File: config.mk
export PLATFORM = sky130hd
export DESIGN_NAME = rca_4bit
export DESIGN_NICKNAME = d
export VERILOG_FILES = /design/src/rtl/rca_4bit.sv
export SDC_FILE = /design/constraint.sdc
export NUM_CORES = 1
export LEC_CHECK = 0
export BUFFER_PORTS_ARGS = -buffer_cell sky130_fd_sc_hd__buf_2
export CORE_AREA = 4 4 41 43
export CTS_CLUSTER_DIAMETER = 40
export DETAILED_ROUTE_END_ITERATION = 12
export DIE_AREA = 0 0 45 47
export SKIP_LAST_GASP = 1
export SLEW_MARGIN = 10
export SYNTH_ARGS = -nofsm -noshare
export SYNTH_HDL_FRONTEND = slang
export SYNTH_SLANG_ARGS = --single-unit
File: constraint.sdc
create_clock -name clk -period 3.05 [get_ports clk]
set_input_delay 0.4575 -clock clk [delete_from_list [all_inputs] [get_ports clk]]
set_output_delay 0.4575 -clock clk [all_outputs]
set_load 0.05 [all_outputs]
File: src/rtl/rca_4bit.sv
// Registered ripple-carry adder: {carry,sum} = a + b + cin with one-cycle latency.
// Optional macro RCA_OVERFLOW_EN adds a registered two's-complement overflow flag.
module rca_4bit #(
  parameter int WIDTH = 4
) (
  input  logic             clk,
  input  logic             rst,
  input  logic             in_valid,
  input  logic [WIDTH-1:0] a,
  input  logic [WIDTH-1:0] b,
  input  logic             cin,
  output logic             out_valid,
  output logic [WIDTH-1:0] sum,
`ifdef RCA_OVERFLOW_EN
  output logic             overflow,
`endif
  output logic             carry
);

  logic [WIDTH:0]   c;
  logic [WIDTH-1:0] s;

  // Full-adder cascade; each stage consumes the carry produced by the stage below it.
  always_comb begin
    c    = '0;
    s    = '0;
    c[0] = cin;
    for (int i = 0; i < WIDTH; i++) begin
      s[i]   = a[i] ^ b[i] ^ c[i];
      c[i+1] = (a[i] & b[i]) | (c[i] & (a[i] ^ b[i]));
    end
  end

  // Result registers hold their value while in_valid is low; reset overrides a capture.
  always_ff @(posedge clk) begin
    if (rst) begin
      out_valid <= 1'b0;
      sum       <= '0;
      carry     <= 1'b0;
`ifdef RCA_OVERFLOW_EN
      overflow  <= 1'b0;
`endif
    end else begin
      out_valid <= in_valid;
      if (in_valid) begin
        sum      <= s;
        carry    <= c[WIDTH];
`ifdef RCA_OVERFLOW_EN
        overflow <= c[WIDTH] ^ c[WIDTH-1];
`endif
      end
    end
  end

endmodule

==> results of run 1 <==
## sequential cells by signal (all words and copies together), names as in the netlist
name / count
carry: 1
out_valid: 1
sum: 4
## layout make-up
type	instances	share of cell area, %
clock buffers	3	5.17
well taps	15	4.31
multi-input cells	15	37.4
repair buffers	17	19.5
inverters	7	6.03
flip-flops and latches	6	27.6
## power by group
| part | leakage, nW | switching, W | total, W | internal [W] |
|---|---|---|---|---|
| clock | 0.0138 | 0.0000305 | 0.0000752 | 0.0000446 |
| combinational | 0.168 | 0.0000445 | 0.0000663 | 0.0000218 |
| sequential | 0.0498 | 0.00000262 | 0.0000882 | 0.0000856 |
## routing by layer
layer  share of wire, %  wire length (um)  vias to the layer above
met3                 16                95                        0
met5                  0                 0                        -
met4                  0                 0                        0
met2                 43               256                       13
li1                   -                 -                      126
met1                 41               243                      102
## final timing paths
path | end | start
setup / recovery | sum[3]$_SDFFE_PP0P_ | a[0]
hold reg to reg | sum[0]$_SDFFE_PP0P_ | sum[0]$_SDFFE_PP0P_
hold / removal | sum[0]$_SDFFE_PP0P_ | sum[0]$_SDFFE_PP0P_
setup reg to reg | carry$_SDFFE_PP0P_ | carry$_SDFFE_PP0P_
## kinds of logic (layout without fill, tap and decap cells)
logic type,count (synthesis),after routing,synth area share [%]
flops,6,6,37.5
mux,2,2,6.25
compound gates,3,3,11.7
fa+ha+maj,4,4,25.0
buf+inv,8,27,11.7
simple gates,6,6,7.81
## metrics by stage
step	hold slack [ns]	setup WS, ns
6_report	0.480	0.917
4_1_cts	0.484	0.903
3_3_place_gp	0.470	0.682
3_5_place_dp	0.477	0.648
5_1_grt	0.489	0.855
2_1_floorplan	0.529	0.843
## cells in the final DEF (no fill, tap or decap)
| cell | n |
|---|---|
| nor2_1 | 5 |
| mux2i_1 | 2 |
| nor2b_1 | 1 |
| inv_1 | 7 |
| buf_2 | 17 |
| dfxtp_1 | 6 |
| a211oi_2 | 3 |
| clkbuf_4 | 3 |
| fa_1 | 4 |
## worst reg2reg max path: stages (launching register included)
cell and delay, ns:
dfxtp_1 0.30, nor2_1 0.12, a211oi_2 0.04
==> flow_metrics.env, run 1 <==
export IMPL_p_leak_nw=0.232
export IMPL_path_class="input pin to flip-flop"
export IMPL_fmax_ghz=0.469
export IMPL_synth_top_cell_by_area="dfxtp_1"
export IMPL_crit_family="adder cells"
export IMPL_worstSkewPairLatency_ns=0.24
export IMPL_layout_nets=66
export IMPL_worstPathRequired_ns=3.22
export IMPL_wl_per_cell_um=9.44
export IMPL_stdcell_count=63
export IMPL_rsz0062_at_grt="no"
export IMPL_slew_headroom_pct=83.2
export IMPL_clkTransAtPathRegs_ns=0.05
export IMPL_wirelength_um=595
export IMPL_fin_util_pct=33.5
export IMPL_cp_start_kind="input pin"
export IMPL_period_needed_ns=2.13
export IMPL_clock_sinks=6
export IMPL_die_width_um=45
export IMPL_cts_resized=0
export IMPL_numCtsBuffers=3
export IMPL_fp_dieH_um=47
export IMPL_synth_seq_cells=6
export IMPL_met3_usage_pct=6.13
export IMPL_synth_top_cells_by_count="inv_1 (7), dfxtp_1 (6), nor2_1 (5), fa_1 (4), a211oi_2 (3)"
export IMPL_use_met2_pct=6.21
export IMPL_synth_nets=45
export IMPL_power_density_mw_per_mm2=528
export IMPL_fill_cells=154
export IMPL_use_met1_pct=7.18
export IMPL_p_total_w=0.000230
export IMPL_antenna_found_initial=0
export IMPL_gp_congestion=0.615
export IMPL_core_area_mm2=0.00130
export IMPL_gr_total_overflow=0
export IMPL_rows=13
export IMPL_grt_usage_pct=5.72
export IMPL_ios=18
export IMPL_worst_slew_pin_slew_ns=0.254
export IMPL_postCtsSetupRepairBufs=0
export IMPL_dieArea_mm2=0.00212
export IMPL_place_hpwl_um=487
export IMPL_synth_area_leaders="dfxtp_1 (38%), fa_1 (25%), a211oi_2 (12%)"
export IMPL_cp_num_buf_inv=4
export IMPL_cts_buffer_depth=2
export IMPL_synth_main_ff_cell="dfxtp_1"
export IMPL_grt_pass1_vias=178
export IMPL_min_path_cells=2
export IMPL_holdBufCountCts=0
export IMPL_synth_seq_area_share_pct=37.5
export IMPL_area_growth_pct=35.9
export IMPL_synth_edf_count=0
export IMPL_critical_path_max_fanout=1
export IMPL_setup_viol=0
export IMPL_multi_input_area_um2=163
export IMPL_num_antenna_cells=0
export IMPL_drt_pass1_iter_count=2
export IMPL_seqCellArea_um2=120
export IMPL_r2r_setup_slack_ns=2.46
export IMPL_num_vias=241
export IMPL_ant_nets=0
export IMPL_grt_max_degree=10
export IMPL_cpPeakStageDelay_ns=0.42
export IMPL_async_flop_share_pct=0
export IMPL_path_depth=9
export IMPL_vdd_ir_drop_worst_v=0.000226
export IMPL_hold_path_class="flip-flop to flip-flop"
export IMPL_busiest_layer="met1"
export IMPL_vias_per_cell=3.83
export IMPL_yosysMostFrequentCell="inv_1"
export IMPL_arrival_ns=2.30
export IMPL_fin_tns_setup_ns=0
export IMPL_cts_tree="yes"
export IMPL_slowest_stage="fa_1"
export IMPL_yosysWarnings=0
export IMPL_r2r_cells=2
export IMPL_port_buffers=17
export IMPL_drc=0
export IMPL_start_util_pct=24.6
export IMPL_synthCells=29
export IMPL_fin_skew_ns=0
export IMPL_drive_gt1_share_pct=47.9
export IMPL_status="completed"
export IMPL_yosysTopAreaCellShare_pct=37.5
export IMPL_drtIter0Drc=1
export IMPL_crit_chain="buf_2 -> fa_1 -> inv_1 -> fa_1 -> inv_1 -> fa_1 -> inv_1 -> fa_1 -> a211oi_2"
export IMPL_worst_path_most_repeated_cell="fa_1"
export IMPL_hold_viol=0
export IMPL_grt_pass1_wl_um=765
export IMPL_syn_cell_area_um2=320
export IMPL_slew_viol_final=0
export IMPL_worstSetupEndpointType="flip-flop"
export IMPL_htreeDepth=1
export IMPL_finalCritPeriodShare_pct=69.9
export IMPL_placedCellCount=60
export IMPL_max_cap_viol_count=0
export IMPL_clock_root_buffer="clkbuf_4"
export IMPL_ys_types=8
export IMPL_fin_area_um2=435
export IMPL_avgSynthCellArea_um2=11.0
export IMPL_placed_area_um2=413
Note: power is estimated with default switching activity, not from simulation.
==> run 2, diff against run 1 <==
==> constraint.sdc (replaced) <==
create_clock -name clk -period 1.85 [get_ports clk]
set_input_delay 0.2775 -clock clk [delete_from_list [all_inputs] [get_ports clk]]
set_output_delay 0.2775 -clock clk [all_outputs]
set_load 0.05 [all_outputs]
==> run 2 against run 1 <==
Against the previous run: clock skew did not move; sequential share of layout area decreased by 0.85 points; first-iteration DRC count fell by 100%; register-to-register slack lost 1.2 ns; critical path depth unchanged; routed wire length is 0.34% higher; setup slack worse by 0.89 ns; critical path type unchanged; critical endpoint unchanged; largest cell class unchanged; largest power group unchanged.
==> flow_metrics.env, run 2 (synthesis gave the netlist of run 1 again) <==
export IMPL_vias_per_cell=3.87
export IMPL_cts_buffer_depth=2
export IMPL_cp_start_kind="input pin"
export IMPL_multi_input_area_um2=170
export IMPL_r2r_setup_slack_ns=1.26
export IMPL_cts_tree="yes"
export IMPL_layout_nets=66
export IMPL_worstPathRequired_ns=2.02
export IMPL_fin_skew_ns=0
export IMPL_wl_per_cell_um=9.48
export IMPL_rows=13
export IMPL_place_hpwl_um=496
export IMPL_top_register="sum"
export IMPL_fill_cells=142
export IMPL_final_cell_mix="buf_2 (16), dfxtp_1 (6), nor2_1 (5), inv_1 (4)"
export IMPL_worstSkewPairLatency_ns=0.24
export IMPL_stdcell_count=63
export IMPL_drive_gt1_share_pct=60.4
export IMPL_status="completed"
export IMPL_period_needed_ns=1.82
export IMPL_arrival_ns=1.99
export IMPL_port_buffers=17
export IMPL_critical_path_max_fanout=1
export IMPL_r2r_cells=2
export IMPL_setup_viol=0
export IMPL_hold_path_end="sum[1]$_SDFFE_PP0P_"
export IMPL_clkTransAtPathRegs_ns=0.05
export IMPL_fp_dieH_um=47
export IMPL_num_vias=244
export IMPL_timing_rr_start="carry$_SDFFE_PP0P_"
export IMPL_min_delay_start="rst"
export IMPL_grt_pass1_wl_um=1050
export IMPL_antenna_found_initial=0
export IMPL_drc=0
export IMPL_layout_cells_most_common="buf_2"
export IMPL_gp_congestion=0.616
export IMPL_placedCellCount=60
export IMPL_hold_path_class="input pin to flip-flop"
export IMPL_rsz0062_at_grt="yes"
export IMPL_power_density_mw_per_mm2=847
export IMPL_grt_pass1_vias=272
export IMPL_largest_reg_flops=4
export IMPL_htreeDepth=1
export IMPL_slew_headroom_pct=83.3
export IMPL_reg_largest_list="sum x4, carry x1, out_valid x1"
export IMPL_vdd_ir_drop_worst_v=0.000337
export IMPL_max_cap_viol_count=0
export IMPL_gr_total_overflow=0
export IMPL_finalCritPeriodShare_pct=98.4
export IMPL_clock_root_buffer="clkbuf_4"
export IMPL_fin_area_um2=449
export IMPL_dieArea_mm2=0.00212
export IMPL_hold_viol=0
export IMPL_core_area_mm2=0.00130
export IMPL_reg2reg_to="carry$_SDFFE_PP0P_"
export IMPL_ant_nets=0
export IMPL_placed_area_um2=420
export IMPL_wirelength_um=597
export IMPL_fmax_ghz=0.549
export IMPL_numCtsBuffers=3
export IMPL_ios=18
export IMPL_die_width_um=45
export IMPL_worstSetupEndpointType="flip-flop"
export IMPL_min_path_cells=2
export IMPL_seqCellArea_um2=120
export IMPL_drtIter0Drc=0
export IMPL_worst_slew_pin_slew_ns=0.253
export IMPL_postCtsSetupRepairBufs=0
export IMPL_p_leak_nw=0.228
export IMPL_path_class="input pin to flip-flop"
export IMPL_area_growth_pct=40.2
export IMPL_grt_usage_pct=7.66
export IMPL_start_util_pct=24.6
export IMPL_drt_pass1_iter_count=1
export IMPL_grt_max_degree=10
export IMPL_clock_sinks=6
export IMPL_slew_viol_final=0
export IMPL_num_antenna_cells=0
export IMPL_fin_util_pct=34.5
==> run 2: cell counts in the layout (fill, tap and decap cells not counted) <==
No cell type changed its count.
==> run 2: area by class of cell <==
type	count	share of cell area (%)
Clock buffer	3	5.01
Inverter	7	5.85
Multi-Input combinational cell	15	37.9
Sequential cell	6	26.7
Tap cell	15	4.18
Timing Repair Buffer	17	20.3
==> run 2: worst max-delay path by stage <==
stage	start	to	slack [ns]	cells past startpoint
after floorplan	a[0]	sum[3]$_SDFFE_PP0P_	-0.13	8
after global placement	a[0]	sum[3]$_SDFFE_PP0P_	-0.29	9
after detailed placement	a[0]	sum[3]$_SDFFE_PP0P_	-0.30	9
after CTS	cin	sum[3]$_SDFFE_PP0P_	-0.01	9
after global routing	b[0]	sum[3]$_SDFFE_PP0P_	-0.02	9
final	cin	sum[3]$_SDFFE_PP0P_	0.03	9
==> run 2: worst max-delay path: stages <==
cell      delay [ns]
buf_6           0.09
fa_2            0.37
inv_2           0.06
fa_2            0.18
inv_2           0.04
fa_2            0.33
inv_2           0.06
fa_1            0.41
a211oi_2        0.17
==> run 2: metrics by stage <==
| step | TNS [ns] | hold slack, ns | setup slack [ns] | power [W] |
|---|---|---|---|---|
| after floorplan | -0.131 | 0.349 | -0.131 | 0.000233 |
| after global placement | -0.363 | 0.477 | -0.289 | 0.000263 |
| after detailed placement | -0.396 | 0.484 | -0.303 | 0.000263 |
| after CTS | -0.0133 | 0.300 | -0.0133 | 0.000389 |
| after global routing | -0.0183 | 0.303 | -0.0183 | 0.000411 |
| final | 0 | 0.304 | 0.0292 | 0.000381 |
==> run 2: metal layers <==
layer	part of all wire (%)	track usage, %	wire length (um)
met1	40	7.01	236
met2	47	10.7	281
met3	13	8.43	79
met4	0	3.51	0
met5	0	0	0
==> run 2: repair_timing <==
action,in CTS,in global routing
endpoints found under the setup margin,1,1
gates resized for setup,1,0
pin swaps,5,1
hold buffers,0,0
==> run 2: power breakdown <==
group | total (W) | switching, W | internal, W | leakage, nW
clock | 0.000121 | 0.0000473 | 0.0000734 | 0.0138
combinational | 0.000114 | 0.0000745 | 0.0000395 | 0.165
sequential | 0.000146 | 0.00000452 | 0.000141 | 0.0498
total | 0.000381 | 0.000126 | 0.000254 | 0.228
==> run 3, diff against run 2 <==
--- a/config.mk
+++ b/config.mk
@@ -10,6 +10,7 @@
 export CTS_CLUSTER_DIAMETER = 40
 export DETAILED_ROUTE_END_ITERATION = 12
 export DIE_AREA = 0 0 45 47
+export MAX_ROUTING_LAYER = met4
 export SKIP_LAST_GASP = 1
 export SLEW_MARGIN = 10
 export SYNTH_ARGS = -nofsm -noshare
==> run 3 against run 2 <==
Against the previous run: maximum frequency hardly changed; clock skew stayed put; die area stayed put; cell area stayed put; critical path type unchanged; highest routed layer unchanged; global-route usage is 0.25 points higher.
==> flow_metrics.env, run 3 (synthesis gave the netlist of run 1 again) <==
export IMPL_status="completed"
export IMPL_final_cell_mix="buf_2 (16), dfxtp_1 (6), nor2_1 (5), inv_1 (4)"
export IMPL_numCtsBuffers=3
export IMPL_largest_reg_flops=4
export IMPL_drive_gt1_share_pct=60.4
export IMPL_critical_path_max_fanout=1
export IMPL_worstSkewPairLatency_ns=0.24
export IMPL_grt_pass1_vias=271
export IMPL_vias_per_cell=3.90
export IMPL_cts_tree="yes"
export IMPL_top_register="sum"
export IMPL_start_util_pct=24.6
export IMPL_layout_cells_most_common="buf_2"
export IMPL_fin_area_um2=449
export IMPL_die_width_um=45
export IMPL_drc=0
export IMPL_fin_util_pct=34.5
export IMPL_slew_headroom_pct=83.3
export IMPL_fp_dieH_um=47
export IMPL_vdd_ir_drop_worst_v=0.000340
export IMPL_whs_ns=0.300
export IMPL_worst_slew_pin_slew_ns=0.253
export IMPL_power_density_mw_per_mm2=850
export IMPL_finalCritPeriodShare_pct=98.3
export IMPL_period_needed_ns=1.82
export IMPL_num_antenna_cells=0
export IMPL_port_buffers=17
export IMPL_place_hpwl_um=496
export IMPL_grt_pass1_wl_um=1060
export IMPL_clock_root_buffer="clkbuf_4"
export IMPL_num_vias=246
export IMPL_rows=13
export IMPL_arrival_ns=1.99
export IMPL_dieArea_mm2=0.00212
export IMPL_grt_max_degree=10
export IMPL_ant_nets=0
export IMPL_dp_slack_ns=-0.303
export IMPL_layout_nets=66
export IMPL_clock_sinks=6
export IMPL_drtIter0Drc=1
export IMPL_worstPathRequired_ns=2.02
export IMPL_p_leak_nw=0.228
export IMPL_rsz0062_at_grt="yes"
export IMPL_cp_start_kind="input pin"
export IMPL_max_cap_viol_count=0
export IMPL_hold_viol=0
export IMPL_postCtsSetupRepairBufs=0
export IMPL_antenna_found_initial=0
export IMPL_placed_area_um2=420
export IMPL_wirelength_um=596
export IMPL_worstSetupEndpointType="flip-flop"
export IMPL_clkTransAtPathRegs_ns=0.05
export IMPL_fin_skew_ns=0
export IMPL_cts_buffer_depth=2
export IMPL_core_area_mm2=0.00130
export IMPL_path_class="input pin to flip-flop"
export IMPL_area_growth_pct=40.2
export IMPL_grt_usage_pct=7.91
export IMPL_reg_largest_list="sum x4, carry x1, out_valid x1"
export IMPL_gr_total_overflow=0
export IMPL_drt_pass1_iter_count=2
export IMPL_setup_viol=0
export IMPL_htreeDepth=1
export IMPL_ios=18
export IMPL_fmax_ghz=0.550
export IMPL_final_setup_worst_slack_ns=0.0308
export IMPL_slew_viol_final=0
export IMPL_hold_path_class="input pin to flip-flop"
export IMPL_gp_congestion=0.621
export IMPL_wl_per_cell_um=9.46
## run 3: power by group
part	switching, W	total (W)	internal, W
combinational	0.0000745	0.000114	0.0000395
clock	0.0000485	0.000122	0.0000735
sequential	0.00000449	0.000146	0.000141
total	0.000127	0.000382	0.000254
## run 3: repair_timing
| action | CTS | global route |
|---|---|---|
| setup endpoints to repair | 1 | 1 |
| pin swaps | 5 | 1 |
| resized for setup | 1 | 0 |
| hold buffers | 0 | 0 |
| hold endpoints to repair | 0 | 0 |
## run 3: metrics by stage
step	instances	setup TNS, ns	power, W
2_1_floorplan	29	-0.131	0.000233
3_3_place_gp	60	-0.363	0.000263
3_5_place_dp	60	-0.396	0.000263
4_1_cts	63	-0.0133	0.000389
5_1_grt	63	-0.0183	0.000411
6_report	63	0	0.000382
## run 3: critical path, cell delays in order
cell,delay [ns]
buf_6,0.09
fa_2,0.37
inv_2,0.06
fa_2,0.18
inv_2,0.04
fa_2,0.33
inv_2,0.06
fa_1,0.41
a211oi_2,0.17
## run 3: layer usage
metal	track usage, %	part of all wire (%)	vias to the layer above
met5	-	0	-
met4	3.51	0	0
met3	7.66	15	0
met2	10.7	46	13
met1	7.48	38	107
li1	-	-	126
## run 3: layout make-up
type	instances	area, um2
Inverter	7	26.3
Fill cell	142	852
Sequential cell	6	120
Timing Repair Buffer	17	91.3
Multi-Input combinational cell	15	170
Clock buffer	3	22.5
Tap cell	15	18.8
## run 3: worst paths after layout
| kind | start | end | slack [ns] | cells past startpoint |
|---|---|---|---|---|
| max reg2reg | carry$_SDFFE_PP0P_ | carry$_SDFFE_PP0P_ | 1.26 | 2 |
| min | rst | sum[1]$_SDFFE_PP0P_ | 0.30 | 2 |
| max | cin | sum[3]$_SDFFE_PP0P_ | 0.03 | 9 |
| min reg2reg | sum[0]$_SDFFE_PP0P_ | sum[0]$_SDFFE_PP0P_ | 0.49 | 2 |
